==> src/rtl/tt_pkg.sv <==
// tt_pkg: shared types and helpers for the truth-table sweeper.
//   tt_state_e        : sweep FSM states (idle, sweeping rows, done pulse)
//   NVARS_MIN/MAX     : legal range of input-variable count
//   NFUNC_MIN/MAX     : legal range of parallel function count
//   tt_rows()         : number of truth-table rows for a variable count
package tt_pkg;

  typedef enum logic [1:0] {
    TT_IDLE,
    TT_SWEEP,
    TT_DONE
  } tt_state_e;

  localparam int NVARS_MIN = 2;
  localparam int NVARS_MAX = 6;
  localparam int NFUNC_MIN = 1;
  localparam int NFUNC_MAX = 8;

  function automatic int tt_rows(input int nvars);
    return 1 << nvars;
  endfunction

endpackage

==> src/rtl/tt_mask_bank.sv <==
// tt_mask_bank: NFUNC x 2^NVARS register file holding one row mask per
// function. Masks reset to all ones (constant-1 functions).
// Ports:
//   clk, rst : clock, asynchronous active-high reset
//   we       : write enable (caller gates it to idle only)
//   func     : function index to write; indexes >= NFUNC are ignored
//   wdata    : new row mask, bit i = F(row i)
//   idx      : row index for the column read
//   col      : bit k = mask[k][idx], with the pending write forwarded
module tt_mask_bank
  import tt_pkg::*;
#(
  parameter int NVARS = 4,
  parameter int NFUNC = 5,
  parameter int FW    = 3
) (
  input  logic                       clk,
  input  logic                       rst,
  input  logic                       we,
  input  logic [FW-1:0]              func,
  input  logic [(1 << NVARS)-1:0]    wdata,
  input  logic [NVARS-1:0]           idx,
  output logic [NFUNC-1:0]           col
);

  localparam int ROWS = tt_rows(NVARS);

  logic [ROWS-1:0] mask [NFUNC];

  always_ff @(posedge clk or posedge rst) begin
    if (rst) begin
      for (int k = 0; k < NFUNC; k++) mask[k] <= '1;
    end else if (we) begin
      for (int k = 0; k < NFUNC; k++) begin
        if (func == FW'(k)) mask[k] <= wdata;
      end
    end
  end

  // The write is forwarded into the read so a start issued together with a
  // write sees the new mask on its very first row.
  always_comb begin
    col = '0;
    for (int k = 0; k < NFUNC; k++) begin
      if (we && func == FW'(k)) col[k] = wdata[idx];
      else                      col[k] = mask[k][idx];
    end
  end

endmodule

==> src/rtl/truth_table_sweeper.sv <==
// truth_table_sweeper: programmable multi-function truth-table engine.
// Holds NFUNC masks of 2^NVARS bits; on start it presents every row in
// ascending order under a valid/ready handshake, then pulses done.
// Optional feature macro: TT_ZERO_COUNT_EN adds per-function maxterm counters
// and the zero_cnt port.
// Ports:
//   clk, rst   : clock, asynchronous active-high reset
//   cfg_we     : write cfg_mask into function cfg_func (idle only)
//   cfg_func   : function index to write
//   cfg_mask   : row mask, bit i = F(row i)
//   start      : begin a sweep (idle only)
//   busy       : high while sweeping and during the done cycle
//   row_valid  : row_in/row_f valid
//   row_ready  : sink accepts the current row
//   row_in     : current input combination (MSB = first variable)
//   row_f      : bit k = function k at row_in
//   done       : one-cycle pulse after the last row is accepted
//   zero_cnt   : per-function maxterm counts, NVARS+1 bits each (macro only)
module truth_table_sweeper
  import tt_pkg::*;
#(
  parameter int NVARS = 4,
  parameter int NFUNC = 5
) (
  input  logic                                   clk,
  input  logic                                   rst,
  input  logic                                   cfg_we,
  input  logic [(NFUNC > 1 ? $clog2(NFUNC) : 1)-1:0] cfg_func,
  input  logic [(1 << NVARS)-1:0]                cfg_mask,
  input  logic                                   start,
  output logic                                   busy,
  output logic                                   row_valid,
  input  logic                                   row_ready,
  output logic [NVARS-1:0]                       row_in,
  output logic [NFUNC-1:0]                       row_f,
  output logic                                   done
`ifdef TT_ZERO_COUNT_EN
  ,
  output logic [NFUNC*(NVARS+1)-1:0]             zero_cnt
`endif
);

  localparam int ROWS = tt_rows(NVARS);
  localparam int FW   = (NFUNC > 1) ? $clog2(NFUNC) : 1;
  localparam int CW   = NVARS + 1;

  if (NVARS < NVARS_MIN || NVARS > NVARS_MAX || NFUNC < NFUNC_MIN || NFUNC > NFUNC_MAX) begin : g_param_check
    $error("truth_table_sweeper: NVARS or NFUNC out of range");
  end

  tt_state_e         state;
  logic [CW-1:0]     counter;
  logic [CW-1:0]     counter_next;
  logic              last_row;
  logic              accept;
  logic              bank_we;
  logic [NVARS-1:0]  rd_idx;
  logic [NFUNC-1:0]  col;

  // The counter is one bit wider than the row index, so the last row is
  // detected by value rather than by wrap-around.
  assign counter_next = counter + 1'b1;
  assign last_row     = (counter == CW'(ROWS - 1));
  assign accept       = (state == TT_SWEEP) && row_valid && row_ready;
  assign bank_we      = cfg_we && (state == TT_IDLE);
  // Idle reads row 0 for the first registered row; sweeping reads ahead.
  assign rd_idx       = (state == TT_SWEEP) ? counter_next[NVARS-1:0] : '0;

  tt_mask_bank #(
    .NVARS (NVARS),
    .NFUNC (NFUNC),
    .FW    (FW)
  ) u_bank (
    .clk   (clk),
    .rst   (rst),
    .we    (bank_we),
    .func  (cfg_func),
    .wdata (cfg_mask),
    .idx   (rd_idx),
    .col   (col)
  );

  always_ff @(posedge clk or posedge rst) begin
    if (rst) begin
      state     <= TT_IDLE;
      counter   <= '0;
      busy      <= 1'b0;
      row_valid <= 1'b0;
      done      <= 1'b0;
      row_in    <= '0;
      row_f     <= '0;
    end else begin
      case (state)
        TT_IDLE: begin
          done <= 1'b0;
          if (start) begin
            state     <= TT_SWEEP;
            counter   <= '0;
            busy      <= 1'b1;
            row_valid <= 1'b1;
            row_in    <= '0;
            row_f     <= col;
          end
        end
        TT_SWEEP: begin
          // With ready low nothing changes, so the row is held exactly.
          if (accept) begin
            if (last_row) begin
              state     <= TT_DONE;
              row_valid <= 1'b0;
              done      <= 1'b1;
            end else begin
              counter <= counter_next;
              row_in  <= counter_next[NVARS-1:0];
              row_f   <= col;
            end
          end
        end
        TT_DONE: begin
          done  <= 1'b0;
          busy  <= 1'b0;
          state <= TT_IDLE;
        end
        default: state <= TT_IDLE;
      endcase
    end
  end

`ifdef TT_ZERO_COUNT_EN
  logic [CW-1:0] zc [NFUNC];

  // Counters clear on an accepted start and then count every accepted row
  // whose function value is 0; they hold from done until the next start.
  always_ff @(posedge clk or posedge rst) begin
    if (rst) begin
      for (int k = 0; k < NFUNC; k++) zc[k] <= '0;
    end else if (state == TT_IDLE && start) begin
      for (int k = 0; k < NFUNC; k++) zc[k] <= '0;
    end else if (accept) begin
      for (int k = 0; k < NFUNC; k++) begin
        if (!row_f[k]) zc[k] <= zc[k] + 1'b1;
      end
    end
  end

  for (genvar k = 0; k < NFUNC; k++) begin : g_zc
    assign zero_cnt[k*CW +: CW] = zc[k];
  end
`endif

endmodule

==> config.mk <==
export PLATFORM = sky130hd
export DESIGN_NAME = truth_table_sweeper
export DESIGN_NICKNAME = d
export VERILOG_FILES = /design/src/rtl/tt_pkg.sv /design/src/rtl/tt_mask_bank.sv /design/src/rtl/truth_table_sweeper.sv
export SDC_FILE = /design/constraint.sdc
export NUM_CORES = 1
export LEC_CHECK = 0
export ABC_AREA = 1
export BUFFER_PORTS_ARGS = -buffer_cell sky130_fd_sc_hd__buf_2
export CAP_MARGIN = 20
export CORE_MARGIN = 3
export CORE_UTILIZATION = 62
export CTS_BUF_LIST = sky130_fd_sc_hd__clkbuf_4 sky130_fd_sc_hd__clkbuf_8
export CTS_CLUSTER_SIZE = 10
export DETAILED_ROUTE_END_ITERATION = 12
export GPL_TIMING_DRIVEN = 0
export MAX_ROUTING_LAYER = met4
export PLACE_DENSITY = 0.89
export SYNTH_ARGS = -nofsm -noshare
export SYNTH_HDL_FRONTEND = slang
export SYNTH_SLANG_ARGS = --single-unit
export TNS_END_PERCENT = 50
==> constraint.sdc <==
create_clock -name clk -period 3.6 [get_ports clk]
set_clock_uncertainty 0.2 [all_clocks]
set_input_delay 0 -clock clk [delete_from_list [all_inputs] [get_ports clk]]
set_output_delay 0 -clock clk [all_outputs]
set_load 0.01 [all_outputs]
* Word level (Yosys, flattened, before mapping)
Cells that the tools add are included.
** Storage, ports and cells
- Flip-flop bits (word level) :: 99
- Output and inout bits :: 12
- Input port bits :: 24
** Cells by class
- $lt $le $gt $ge :: 1
- Reduce and logical (&&, ||, !) cells :: 24
- Add/subtract/negate cells :: 1
- Multiplexer cells :: 42
- Eq/ne operators :: 11
** Operator list (number)
- $mux W5 :: 6
- $bmux W1 S4 :: 6
- $pmux W5 S2 :: 2
- $mux W1 :: 16
- $mux W4 :: 4
- $reduce_and A2 Y1 :: 6
- $logic_and A1 B1 Y1 :: 8
- $ne A2 B2 Y1 const B :: 4
- $pmux W4 S2 :: 1
- $reduce_and A4 Y1 :: 2
- $eq A3 B2 Y1 const B :: 2
- $mux W2 :: 3
- $pmux W1 S2 :: 3
- $reduce_and A3 Y1 :: 2
- $reduce_bool A2 Y1 :: 3
- $add A5 B1 Y5 const B :: 1
- $eq A5 B4 Y1 const B :: 1
- $lt A4 B5 Y1 const B :: 1
- $pmux W2 S2 :: 1
- $eq A3 B1 Y1 const B :: 1
- $eq A3 B3 Y1 const B :: 1
- $logic_not A3 Y1 :: 1
- $eq A2 B1 Y1 const B :: 1
- $eq A2 B2 Y1 const B :: 1
- 2 further kinds :: 2

* Depth between registers and ports, before layout
- Depth after elaboration :: 8
- Mapped depth :: 13
- Depth with buffers taken out :: 13

* Hierarchy
Synthesis repeated with hierarchy kept, for this count alone.
** Second synthesis, totals
- Cell total of the unflattened synthesis :: 651
- Area total of the unflattened synthesis :: 4947.2 µm²
** By module, submodules not included
- tt_mask_bank :: area each 4167.7 µm², cells an instance 557, seq. area each 2102.0 µm², instances 1
- truth_table_sweeper :: area each 779.5 µm², cells an instance 94, seq. area each 375.4 µm², instances 1

* Worst setup path before layout
Ideal clock, no wire load.
- Path type :: flip-flop to flip-flop
- From :: register, netlist name row_in[1]
- To :: register row_in[2]
- Slack :: 1700 ps
- Data required time :: 3279 ps
- Library setup time :: 121 ps
- Stages on the path, launching flop included :: 14
- Arrival :: 1579 ps
- Cells stage by stage :: dfrtp_1 ha_1 nand2_1 nor2_1 ha_1 inv_1 nand2_1 nand2_1 inv_1 nor2_2 inv_1 buf_6 nand2_1 o21ai_2
** RTL lines
- to (signal assigned) :: line truth_table_sweeper.sv:114 : row_in <= counter_next[NVARS-1:0];
- to (decl) :: line truth_table_sweeper.sv:34 : output logic [NVARS-1:0] row_in,

* Final worst setup path
- From :: register state[0]
- To :: register u_bank.mask[7] (netlist name)
** On the way
- Cells in the longest elaborated chain, start to end :: 3
** Ends and longest elaborated chain
- from (decl) :: line truth_table_sweeper.sv:51 : tt_state_e state;
- from (signal assigned) :: line truth_table_sweeper.sv:85 : state <= TT_IDLE;
- from (signal assigned) :: line truth_table_sweeper.sv:97 : state <= TT_SWEEP;
- from (signal assigned) :: line truth_table_sweeper.sv:109 : state <= TT_DONE;
- $logic_not A2 Y1 :: line truth_table_sweeper.sv:65 : assign bank_we = cfg_we && (state == TT_IDLE);
- $logic_and A1 B1 Y1 :: line truth_table_sweeper.sv:65
- $reduce_and A2 Y1 (no line)
- to (signal, indexed assignment) :: line tt_mask_bank.sv:35 : if (func == FW'(k)) mask[k] <= wdata;
- to (decl) :: line tt_mask_bank.sv:28 : logic [ROWS-1:0] mask [NFUNC];
Every way passes these cells.
A chain may end at the register's enable or synchronous reset.

==> flow_results.org <==
** Synthesis
- Number of library cell types mapped by synthesis :: 28
- The synthesized design contains between 90 and 100 register bits.
- Instance count of the mapped netlist :: 595
- Sequential element share of the synthesized area :: 51.3%
- Syn avg cell area :: between 8 and 9 um2
- The synthesized netlist occupies a cell area of ~4800 um2.
- The Yosys step of the flow raised 0 warnings.
- Net count after synthesis :: 621

** Setup path
- CP Launch Type :: register
- Worst Path Max Fanout :: 10
- Crit end category :: register
- Worst setup path endpoint :: u_bank.mask[7]
- In this run the critical register-to-register path is captured at u_bank.mask[7].
- Startpoint of the worst register-to-register path :: state[0]
- Data arrives at the worst endpoint at ~2.6 ns.
- Tracing the worst setup path back leads to its startpoint at state[0].
- Critical path class :: register to register
- Critical Path RT :: ~3.7 ns
- The worst register-to-register path has a setup slack of approximately 1.1 ns.
- Measured in cells, the most critical reg-to-reg path has a length of 9.

** Cells and area
- The finished layout holds slightly below 800 standard cells, fillers aside.
- Ratio of cells with drive above 1 in the final layout :: between 20% and 30%
- The area growth from synthesis to layout is 17.3%.
- NumNets Final :: between 600 and 700
- 0 antenna diodes ended up in the layout.

** Die
- The floorplan step set the die width to 94.3 um.
- Number of top-level design ports :: 36
- The floorplan step defined a core boundary enclosing around 7400 um2.
- Number of standard-cell rows in the floorplan :: 31
- DIE AREA :: just under 9000 um2
- The die is 94.3 um tall.
- Initial Util :: 65.2%

** Clocking
- TritonCTS built the clock tree.
- Max Buffers Root-to-Sink :: 2
- Hold repair after CTS inserted 31 buffers.
- Clock Latency Late Sink :: ~0.37 ns
- CTS Root Buffer Type :: clkbuf_8
- Number of buffers created by CTS :: 9
- Post-cts resize count :: 0
- The tree built by TritonCTS fans out to 95 sinks.
- The clock tree synthesis step divided the H-tree into 3 levels.
- After clock tree synthesis, the clock-pin slew on the worst setup and hold paths is roughly 0.090 ns.
- Total setup buffers inserted after CTS :: 0

** Power and ir drop
- Pwr per Cell Area :: ~330 nW/um2
- Leakage power total :: 0.00256 uW
- Max rail drop VDD :: between 0.2 and 0.25 mV

** STA
- Summed over all failing endpoints, the final setup total negative slack is 0 ns.
- The final max-slew violation count came to 0.
- Unrepaired setup endpoints after global routing :: false
- Max_slew headroom :: roughly 60%
- The number of hold violations in the final report came to 0.
- Final setup violation count :: 0
- Transition at the pin with the smallest max-transition slack :: between 0.6 and 0.7 ns
- In the finished design, the share of the clock period the worst path needs comes to between 60% and 70%.
- Max Freq :: approximately 400 MHz
- Counting I/O delays and the setup requirement, the final critical path takes roughly 2.5 ns.

** Detailed routing
- Once detail routing completed, the nets flagged for antenna violations numbered 0.
- DR WL/cell :: 17.4 um
- Total via count in the routed design :: ~4600
- The first routing iteration left a little under 600 violations.
- In the routed layout, each cell is associated on average with a via count of between 5 and 6.
- First-pass iteration count of the detailed router :: 6
- WL final :: 13500 um
- For this run, design rule violations remaining after detail routing come to 0.

** Global route
- Global router's overall resource usage :: about a third
- Number of global-route vias before repair :: 4404
- Largest net degree at the start of global routing :: 51
- Wire length of the first global-routing pass :: 21800 um
- The total overflow left after global routing is 0.
- The number of antenna violations at the first check in global routing was 0.

** Run status
- Result of the run :: finished, final reports clean

** Placed design
- In this run the tool buffered the top-level ports with 35 buffer cells.
- Routability-driven placement finished with a final weighted congestion of about 0.95.
- After legalization and detailed placement, the total HPWL measured 9150 um.
- The number of placed instances, taps included, is 730.

** Job
- Across the run, the number of max-cap violations was 0.

** Worst hold path
- Class of the tightest hold or removal check :: input port to asynchronous set/reset pin
## synth_stat cells
cell | number | share of area (%)
buf_4 | 5 | 0.78
o31ai_1 | 1 | 0.16
o21ai_0 | 96 | 9.9
o21ai_2 | 10 | 1.8
nor2_4 | 2 | 0.47
nor4_1 | 1 | 0.13
a21oi_1 | 16 | 1.7
inv_2 | 4 | 0.31
nand2_2 | 3 | 0.39
nand2_1 | 140 | 11
nor4_4 | 1 | 0.44
nor3_2 | 2 | 0.41
nor2_2 | 3 | 0.39
nor2_1 | 48 | 3.7
nand4_1 | 1 | 0.13
dfstp_2 | 80 | 44
ha_1 | 2 | 0.52
buf_6 | 2 | 0.47
buf_1 | 1 | 0.078
or2_2 | 2 | 0.26
o211ai_1 | 9 | 1.4
clkbuf_1 | 11 | 0.85
nor3_4 | 2 | 0.67
dfrtp_1 | 15 | 7.8
nand3_1 | 57 | 5.9
buf_2 | 14 | 1.5
nand3_2 | 2 | 0.41
inv_1 | 65 | 5.1
## placed cells by master, fill, tap and decap left out, types with 5 or more instances in the layout
cell type	n
a21oi_1	16
buf_2	49
buf_4	5
clkbuf_1	11
clkbuf_8	10
dfrtp_1	15
dfstp_2	80
dlygate4sd3_1	31
inv_1	64
nand2_1	140
nand3_1	57
nor2_1	48
o211ai_1	9
o21ai_0	96
o21ai_2	10
## sequential cells by signal, indices dropped and copies added (netlist names)
name / cells
busy: 1
counter: 2
done: 1
row_f: 5
row_in: 3
row_valid: 1
state: 2
u_bank.mask: 80
## per-stage QoR
| stage | setup WS (ns) | power [uW] | hold slack [ns] | cell area (um2) | utilization, % |
|---|---|---|---|---|---|
| floorplan | 1.06 | 1120 | -0.0858 | 4830 | - |
| global placement | 0.0918 | 1150 | 0.0271 | 5130 | 69.2 |
| detailed placement | 1.25 | 1160 | -0.0777 | 5150 | 69.5 |
| CTS | 1.14 | 1890 | 0.0842 | 5670 | 76.5 |
| global route | 0.935 | 1950 | 0.135 | 5670 | 76.5 |
| finish | 1.10 | 1900 | 0.0709 | 5670 | 76.5 |
## power breakdown
part	leakage (uW)	internal, uW	switching [uW]
Clock	0.0000993	344	390
Combinational	0.00143	32.0	58.7
Sequential	0.00102	1070	0
Total	0.00256	1450	449
## area by class of cell
cell class,count,area [um2]
timing repair buffer,67,505
buffer,33,175
clock inverter,6,67.6
clock buffer,10,138
inverter,69,262
fill,527,1740
multi-input combinational,398,1920
sequential,95,2480
tap,99,124
## layer usage
| layer | track usage, % | part of all wire (%) |
|---|---|---|
| met1 | 44.6 | 40 |
| met2 | 50.3 | 46 |
| met3 | 6.01 | 10 |
| met4 | 13.7 | 3.5 |
| met5 | - | 0 |
## worst min path at each step
stage                            start               to  slack (ns)  cells after the start
after floorplan            cfg_mask[4]  u_bank.mask[36]       -0.09                      2
final                              rst         row_f[2]        0.07                      3
after global placement    cfg_mask[10]  u_bank.mask[10]        0.03                      3
after global routing               rst         row_f[4]        0.13                      3
after detailed placement           rst         row_f[4]       -0.08                      2
after CTS                          rst         row_f[4]        0.08                      3
## critical path: stages, from the launching register on
cell           delay [ns]
dfrtp_1              0.46
nor2_2               0.19
nand2_2              0.10
inv_2                0.07
nand2_2              0.09
nor3_2               0.31
buf_2                0.30
nand2_1              0.07
dlygate4sd3_1        0.55
o21ai_0              0.08
## cell families after synthesis
| logic type | Yosys count | synth area share (%) |
|---|---|---|
| buf+inv | 102 | 8.99 |
| flops | 95 | 51.3 |
| fa+ha+maj | 2 | 0.518 |
| simple gates | 264 | 24.2 |
| compound gates | 132 | 15.0 |
(Power assumes the default switching activity.)
